==> config.mk <==
export PLATFORM = sky130hd
export DESIGN_NAME = sram_confreg_flat
export DESIGN_NICKNAME = d
export VERILOG_FILES = /design/src/rtl/confreg_pkg.sv /design/src/rtl/sram_confreg_if.sv /design/src/rtl/confreg_timer.sv /design/src/rtl/sram_confreg.sv /design/src/flat_wrapper.sv
export SDC_FILE = /design/constraint.sdc
export NUM_CORES = 1
export LEC_CHECK = 0
export ABC_AREA = 1
export ABC_CLOCK_PERIOD_IN_PS = 2350
export BUFFER_PORTS_ARGS = -buffer_cell sky130_fd_sc_hd__buf_2
export CORE_UTILIZATION = 45
export CTS_CLUSTER_DIAMETER = 80
export DETAILED_ROUTE_END_ITERATION = 12
export PLACE_DENSITY = 0.74
export SKIP_LAST_GASP = 1
export SLEW_MARGIN = 30
export SYNTH_ARGS = -nofsm -noshare
export SYNTH_HDL_FRONTEND = slang
export SYNTH_SLANG_ARGS = --single-unit
==> constraint.sdc <==
create_clock -name clk -period 2.35 [get_ports clk]
set_input_delay 0.1175 -clock clk [delete_from_list [all_inputs] [get_ports clk]]
set_output_delay 0.1175 -clock clk [all_outputs]
set_load 0.02 [all_outputs]
==> src/rtl/confreg_pkg.sv <==
// Shared constants and helpers for the config register block.
// Offsets are within the 64 KiB window selected by BASE_HI.
package confreg_pkg;

  localparam logic [15:0] DEF_BASE_HI   = 16'hBFAF;
  localparam logic [15:0] OFF_TIMER     = 16'hE000;
  localparam logic [15:0] OFF_TIMER_CMP = 16'hE004;
  localparam logic [15:0] OFF_LED       = 16'hF000;
  localparam logic [15:0] OFF_NUM       = 16'hF010;
  localparam logic [15:0] OFF_SWITCH    = 16'hF020;
  localparam logic [15:0] OFF_SIMU      = 16'hF030;

  function automatic logic [31:0] merge_be(
    input logic [31:0] old,
    input logic [31:0] wd,
    input logic [3:0]  be
  );
    logic [31:0] r;
    r = old;
    for (int i = 0; i < 4; i++)
      if (be[i]) r[8*i +: 8] = wd[8*i +: 8];
    return r;
  endfunction

endpackage

==> src/rtl/sram_confreg_if.sv <==
// Data-SRAM-style access port between CPU side and confreg.
// Read data and hit flag are registered in the slave.
interface sram_confreg_if;
  logic        conf_en;
  logic [3:0]  conf_wen;
  logic [31:0] conf_addr;
  logic [31:0] conf_wdata;
  logic [31:0] conf_rdata;
  logic        conf_hit_r;

  modport master (
    output conf_en, conf_wen, conf_addr, conf_wdata,
    input  conf_rdata, conf_hit_r
  );

  modport slave (
    input  conf_en, conf_wen, conf_addr, conf_wdata,
    output conf_rdata, conf_hit_r
  );
endinterface

==> src/rtl/confreg_timer.sv <==
// Free-running timer with byte-loadable count, compare register
// and a sticky compare interrupt cleared by any compare write.
module confreg_timer
  import confreg_pkg::*;
(
  input  logic        clk,
  input  logic        resetn,
  input  logic        load_en,
  input  logic [3:0]  load_be,
  input  logic [31:0] load_data,
  input  logic        cmp_en,
  output logic [31:0] timer,
  output logic [31:0] timer_cmp,
  output logic        irq
);

  // Count every cycle; a load overrides the increment.
  always_ff @(posedge clk or negedge resetn) begin
    if (!resetn)
      timer <= '0;
    else if (load_en)
      timer <= merge_be(timer, load_data, load_be);
    else
      timer <= timer + 32'd1;
  end

  // Compare value, byte-writable.
  always_ff @(posedge clk or negedge resetn) begin
    if (!resetn)
      timer_cmp <= 32'hFFFF_FFFF;
    else if (cmp_en)
      timer_cmp <= merge_be(timer_cmp, load_data, load_be);
  end

  // Sticky match flag; a compare write clears it and wins.
  always_ff @(posedge clk or negedge resetn) begin
    if (!resetn)
      irq <= 1'b0;
    else if (cmp_en)
      irq <= 1'b0;
    else if (timer == timer_cmp)
      irq <= 1'b1;
  end

endmodule

==> src/rtl/sram_confreg.sv <==
// Memory-mapped LED/NUM/switch/timer/simu registers on the
// data-SRAM port, with registered read data and hit flag.
module sram_confreg
  import confreg_pkg::*;
#(
  parameter logic [15:0] BASE_HI   = DEF_BASE_HI,
  parameter logic [31:0] SIMU_FLAG = 32'hFFFF_FFFF
) (
  input  logic               clk,
  input  logic               resetn,
  sram_confreg_if.slave      bus,
  output logic [15:0]        led,
  output logic [31:0]        num_data,
  input  logic [7:0]         switch,
  output logic               timer_irq
);

  logic        hit, wr, rd;
  logic [13:0] word;
  logic        sel_tim, sel_cmp, sel_led;
  logic        sel_num, sel_sw, sel_simu;
  logic [7:0]  sw_s1, sw_s2;
  logic [31:0] timer, timer_cmp;
  logic [31:0] rmux, rdata_q;
  logic        hit_q;
  logic        unused_addr;

  assign hit  = bus.conf_en &&
                (bus.conf_addr[31:16] == BASE_HI);
  assign wr   = hit && (bus.conf_wen != 4'b0);
  assign rd   = hit && (bus.conf_wen == 4'b0);
  assign word = bus.conf_addr[15:2];
  assign unused_addr = ^bus.conf_addr[1:0];

  assign sel_tim  = word == OFF_TIMER[15:2];
  assign sel_cmp  = word == OFF_TIMER_CMP[15:2];
  assign sel_led  = word == OFF_LED[15:2];
  assign sel_num  = word == OFF_NUM[15:2];
  assign sel_sw   = word == OFF_SWITCH[15:2];
  assign sel_simu = word == OFF_SIMU[15:2];

  confreg_timer u_timer (
    .clk       (clk),
    .resetn    (resetn),
    .load_en   (wr && sel_tim),
    .load_be   (bus.conf_wen),
    .load_data (bus.conf_wdata),
    .cmp_en    (wr && sel_cmp),
    .timer     (timer),
    .timer_cmp (timer_cmp),
    .irq       (timer_irq)
  );

  // Two-flop synchronizer for the raw switches.
  always_ff @(posedge clk or negedge resetn) begin
    if (!resetn) begin
      sw_s1 <= '0;
      sw_s2 <= '0;
    end else begin
      sw_s1 <= switch;
      sw_s2 <= sw_s1;
    end
  end

  // LED (low 16 bits only) and NUM byte-lane writes.
  always_ff @(posedge clk or negedge resetn) begin
    if (!resetn) begin
      led      <= '0;
      num_data <= '0;
    end else if (wr) begin
      if (sel_led)
        for (int i = 0; i < 2; i++)
          if (bus.conf_wen[i])
            led[8*i +: 8] <= bus.conf_wdata[8*i +: 8];
      if (sel_num)
        num_data <= merge_be(num_data, bus.conf_wdata,
                             bus.conf_wen);
    end
  end

  // Read mux over pre-edge register values.
  always_comb begin
    rmux = '0;
    unique case (1'b1)
      sel_tim:  rmux = timer;
      sel_cmp:  rmux = timer_cmp;
      sel_led:  rmux = {16'b0, led};
      sel_num:  rmux = num_data;
      sel_sw:   rmux = {24'b0, sw_s2};
      sel_simu: rmux = SIMU_FLAG;
      default:  rmux = '0;
    endcase
  end

  // Registered read data; writes and misses return 0.
  always_ff @(posedge clk or negedge resetn) begin
    if (!resetn) begin
      rdata_q <= '0;
      hit_q   <= 1'b0;
    end else begin
      rdata_q <= rd ? rmux : 32'b0;
      hit_q   <= hit;
    end
  end

  assign bus.conf_rdata = rdata_q;
  assign bus.conf_hit_r = hit_q;

endmodule

==> src/flat_wrapper.sv <==
// flat-port wrapper written by rule: the top's interface ports become plain ports
module sram_confreg_flat import confreg_pkg::*;
#(
  parameter logic [15:0] BASE_HI   = DEF_BASE_HI,
  parameter logic [31:0] SIMU_FLAG = 32'hFFFF_FFFF
)
  (clk, resetn, led, num_data, switch, timer_irq, bus_conf_en, bus_conf_wen, bus_conf_addr, bus_conf_wdata, bus_conf_rdata, bus_conf_hit_r);
  sram_confreg_if bus_i ();
  input  logic clk;
  input  logic resetn;
  output logic [15:0] led;
  output logic [31:0] num_data;
  input  logic [7:0] switch;
  output logic timer_irq;
  input wire logic [$bits(bus_i.conf_en)-1:0] bus_conf_en;
  input wire logic [$bits(bus_i.conf_wen)-1:0] bus_conf_wen;
  input wire logic [$bits(bus_i.conf_addr)-1:0] bus_conf_addr;
  input wire logic [$bits(bus_i.conf_wdata)-1:0] bus_conf_wdata;
  output wire logic [$bits(bus_i.conf_rdata)-1:0] bus_conf_rdata;
  output wire logic [$bits(bus_i.conf_hit_r)-1:0] bus_conf_hit_r;
  assign bus_i.conf_en = bus_conf_en;
  assign bus_i.conf_wen = bus_conf_wen;
  assign bus_i.conf_addr = bus_conf_addr;
  assign bus_i.conf_wdata = bus_conf_wdata;
  assign bus_conf_rdata = bus_i.conf_rdata;
  assign bus_conf_hit_r = bus_i.conf_hit_r;
  sram_confreg #(.BASE_HI(BASE_HI), .SIMU_FLAG(SIMU_FLAG)) u_core (.clk(clk), .resetn(resetn), .bus(bus_i), .led(led), .num_data(num_data), .switch(switch), .timer_irq(timer_irq));
endmodule
==> impl_metrics.py <==
metrics = {
    "outcome": {
        "status": "completed",
    },
    "grt": {
        "antenna_found_initial": 0,
        "overflow": 0,
        "grt_pass1_vias": 8336,
        "grt_usage_pct": 26.40,
        "grt_max_degree": 63,
        "grt_pass1_wl_mm": 41.63,
    },
    "power_and_ir_drop": {
        "total_power_mw": 6.032,
        "irDropWorstVdd_uv": 526.1,
        "p_leak_nw": 5.819,
        "p_seq_share_pct": 46.5,
        "swShare_pct": 25.74,
        "power.density_mw_per_mm2": 548.4,
        "switchingPower_mw": 1.552,
        "internal_power_mw": 4.479,
        "p_clk_share_pct": 48.4,
        "pwr-share-comb_pct": 5.1,
    },
    "detailed_routing": {
        "wirelength_mm": 25.69,
        "post_drt_wl_per_cell_um": 15.10,
        "dr_total_vias": 8795,
        "antenna_left": 0,
        "drt-pass1-iter-count": 5,
        "drc": 0,
        "drt_iter0_markers": 769,
        "viasPerCell": 5.167,
    },
    "clocking": {
        "cts_buffers": 17,
        "ctsLongestPathBuffers": 2,
        "cts.sinks": 162,
        "cts_root_buf": "clkbuf_16",
        "h-tree-depth": 4,
        "path_clk_slew_ps": 70,
        "cts_tree": "done",
        "clkLatencyLatePin_ps": 440,
    },
    "layout": {
        "antenna_cells": 0,
        "layout-drive-gt1-share_pct": 19.49,
        "final_area_mm2": 0.01100,
        "layout_commonest_cell": "nand2_1",
        "area_delta_synth_final_pct": 24.61,
        "nNetsFinal": 1509,
        "post-route-util_pct": 58.03,
        "mostFrequentLayoutCells": "510 x nand2_1, 157 x buf_2, 150 x nor2_1",
    },
    "synthesis": {
        "netlist_area_mm2": 0.008827,
        "syn_avg_cell_area_um2": 7.165,
        "yosysSeqAreaShare_pct": 46.38,
        "yosys_warnings": 0,
        "synth_fp_nets": 1312,
        "synth_cells": 1232,
        "synth.distinct_cells": 28,
        "ys_ff_latch": 162,
    },
    "critical_path": {
        "required_ps": 2680,
        "crit_type": "reg -> reg",
        "cp.arrival_ps": 2440,
        "crit_path_max_fanout": 7,
        "ff2ff_path_depth": 9,
        "worst_setup_path_end_kind": "register",
        "critical_path.top_delay_family": "simple AND/OR/NAND/NOR gates",
        "path_cells": "ha_1, nand3_1, nor2_2, nand2_1, nor2_2, xor2_1, nand2_1, nand2_1, nand2_1",
        "crit_top_cell": "nand2_1",
        "max_stage_delay_ps": 440,
        "path_buf_inv": 0,
        "critPathLaunchType": "register",
        "critPathSlowestCell": "dfrtp_1",
        "cp.depth": 9,
    },
    "sta": {
        "rsz0062_at_grt": "no",
        "setup_viol": 0,
        "setup_tns_ps": 0,
        "slew_violations": 0,
        "worst_slew_pin_slew_ps": 869.9,
        "fin_ws_ps": 234.1,
        "finalHoldViolations": 0,
        "max_freq_mhz": 472.6,
        "timing.final.crit_share_pct": 90.04,
        "fin_crit_ps": 2116,
        "finClkSkew_ps": 12.17,
        "maxSlewHeadroom_pct": 41.69,
    },
    "floorplan": {
        "die_h_um": 142.1,
        "die_width_um": 142.1,
        "initial_core_util_pct": 46.57,
        "coreArea_mm2": 0.01896,
        "rows": 50,
        "num_io_pins": 161,
        "design.die.area_mm2": 0.02018,
    },
    "hold_path": {
        "holdCritPathClass": "in -> reg",
        "hold_depth": 3,
    },
    "place": {
        "gp_congestion": 0.8867,
        "io_buffers": 158,
        "hpwlAfterDp_mm": 18.31,
        "dp_slack_ps": 237.3,
        "dpl-instance-area_mm2": 0.009956,
    },
    "flow_run": {
        "maxCapViolations": 0,
    },
}
==> final timing paths <==
path	startpoint	endpoint	slack, ps
max	u_core.u_timer.timer[1]$_DFFE_PN0P_	u_core.u_timer.timer[16]$_DFFE_PN0P_	230
min	bus_conf_wen[2]	u_core.u_timer.timer_cmp[22]$_DFFE_PN1P_	20
max reg2reg	u_core.u_timer.timer[1]$_DFFE_PN0P_	u_core.u_timer.timer[16]$_DFFE_PN0P_	230
min reg2reg	u_core.sw_s1[4]$_DFF_PN0_	u_core.sw_s2[4]$_DFF_PN0_	350
max in group asynchronous	resetn	u_core.u_timer.timer_cmp[12]$_DFFE_PN1P_	1440
min in group asynchronous	resetn	u_core.sw_s2[6]$_DFF_PN0_	160
==> layer usage <==
layer / vias to the layer above / wire (um) / global-route usage, %
li1: 4278 / - / -
met1: 4123 / 11050 / 34.61
met2: 348 / 12430 / 43.65
met3: 46 / 1675 / 4.879
met4: 0 / 537 / 9.338
met5: - / 0 / 0
==> per-stage QoR <==
step,instances,hold slack (ps)
3_5_place_dp,1629,78.22
5_1_grt,1702,19.33
3_3_place_gp,1629,78.61
6_report,1702,22.75
4_1_cts,1702,16.42
2_1_floorplan,1232,-178.1
==> cell usage after synthesis (all sizes together) <==
master	count	area, um2
nand2	512	1927
nor2	164	675.6
nand3	144	730.7
dfrtp	130	3253
inv	68	255.2
o21ai	52	260.3
dfstp	32	840.8
buf	29	177.7
xnor2	27	236.5
nand4	24	162.7
clkbuf	23	88.84
xor2	14	122.6
nor3	8	65.06
a21oi	3	15.01
clkinv	1	3.750
ha	1	12.51
==> final cells by class <==
class / instances / area [um2]
Sequential cell: 162 / 4094
Fill cell: 1743 / 7956
Inverter: 69 / 259.0
Clock inverter: 15 / 205.2
Multi-Input combinational cell: 949 / 4213
Tap cell: 260 / 325.3
Clock buffer: 17 / 425.4
Timing Repair Buffer: 230 / 1478
==> timing repair <==
action	CTS	global route
setup endpoints to repair	0	4
buffers inserted	0	0
endpoints found under the hold margin	135	0
gates resized for setup	0	1
hold buffers	41	0
==> tightest hold or removal path, delay by kind of cell <==
| kind | cells | cell delay, ps |
|---|---|---|
| buf+inv | 1 | 180 |
| simple gates | 2 | 160 |
==> power groups by stage <==
stage,combinational (mW),sequential (mW),clock [mW]
after CTS,0.306,2.81,2.94
after global placement,0.248,2.86,0
after detailed placement,0.252,2.86,0
final,0.306,2.81,2.92
after global routing,0.339,2.81,3.05
after floorplan,0.0705,2.86,0
==> cells by family (layout without fill, tap and decap cells) <==
group | count (synthesis) | after routing | share of synthesized area (%)
compound gates | 55 | 55 | 3.118
xor+xnor | 41 | 41 | 4.068
fa+ha+maj | 1 | 1 | 0.1417
buf+inv | 121 | 331 | 5.953
flops | 162 | 162 | 46.38
simple gates | 852 | 852 | 40.34
==> flip-flops by register name (all words and copies together), names as in the netlist <==
| signal | flops |
|---|---|
| u_core.bus.conf_hit_r | 1 |
| u_core.bus.conf_rdata | 32 |
| u_core.led | 16 |
| u_core.num_data | 32 |
| u_core.sw_s1 | 8 |
| u_core.sw_s2 | 8 |
| u_core.u_timer.irq | 1 |
| u_core.u_timer.timer | 32 |
| u_core.u_timer.timer_cmp | 32 |
(Power assumes the default switching activity.)
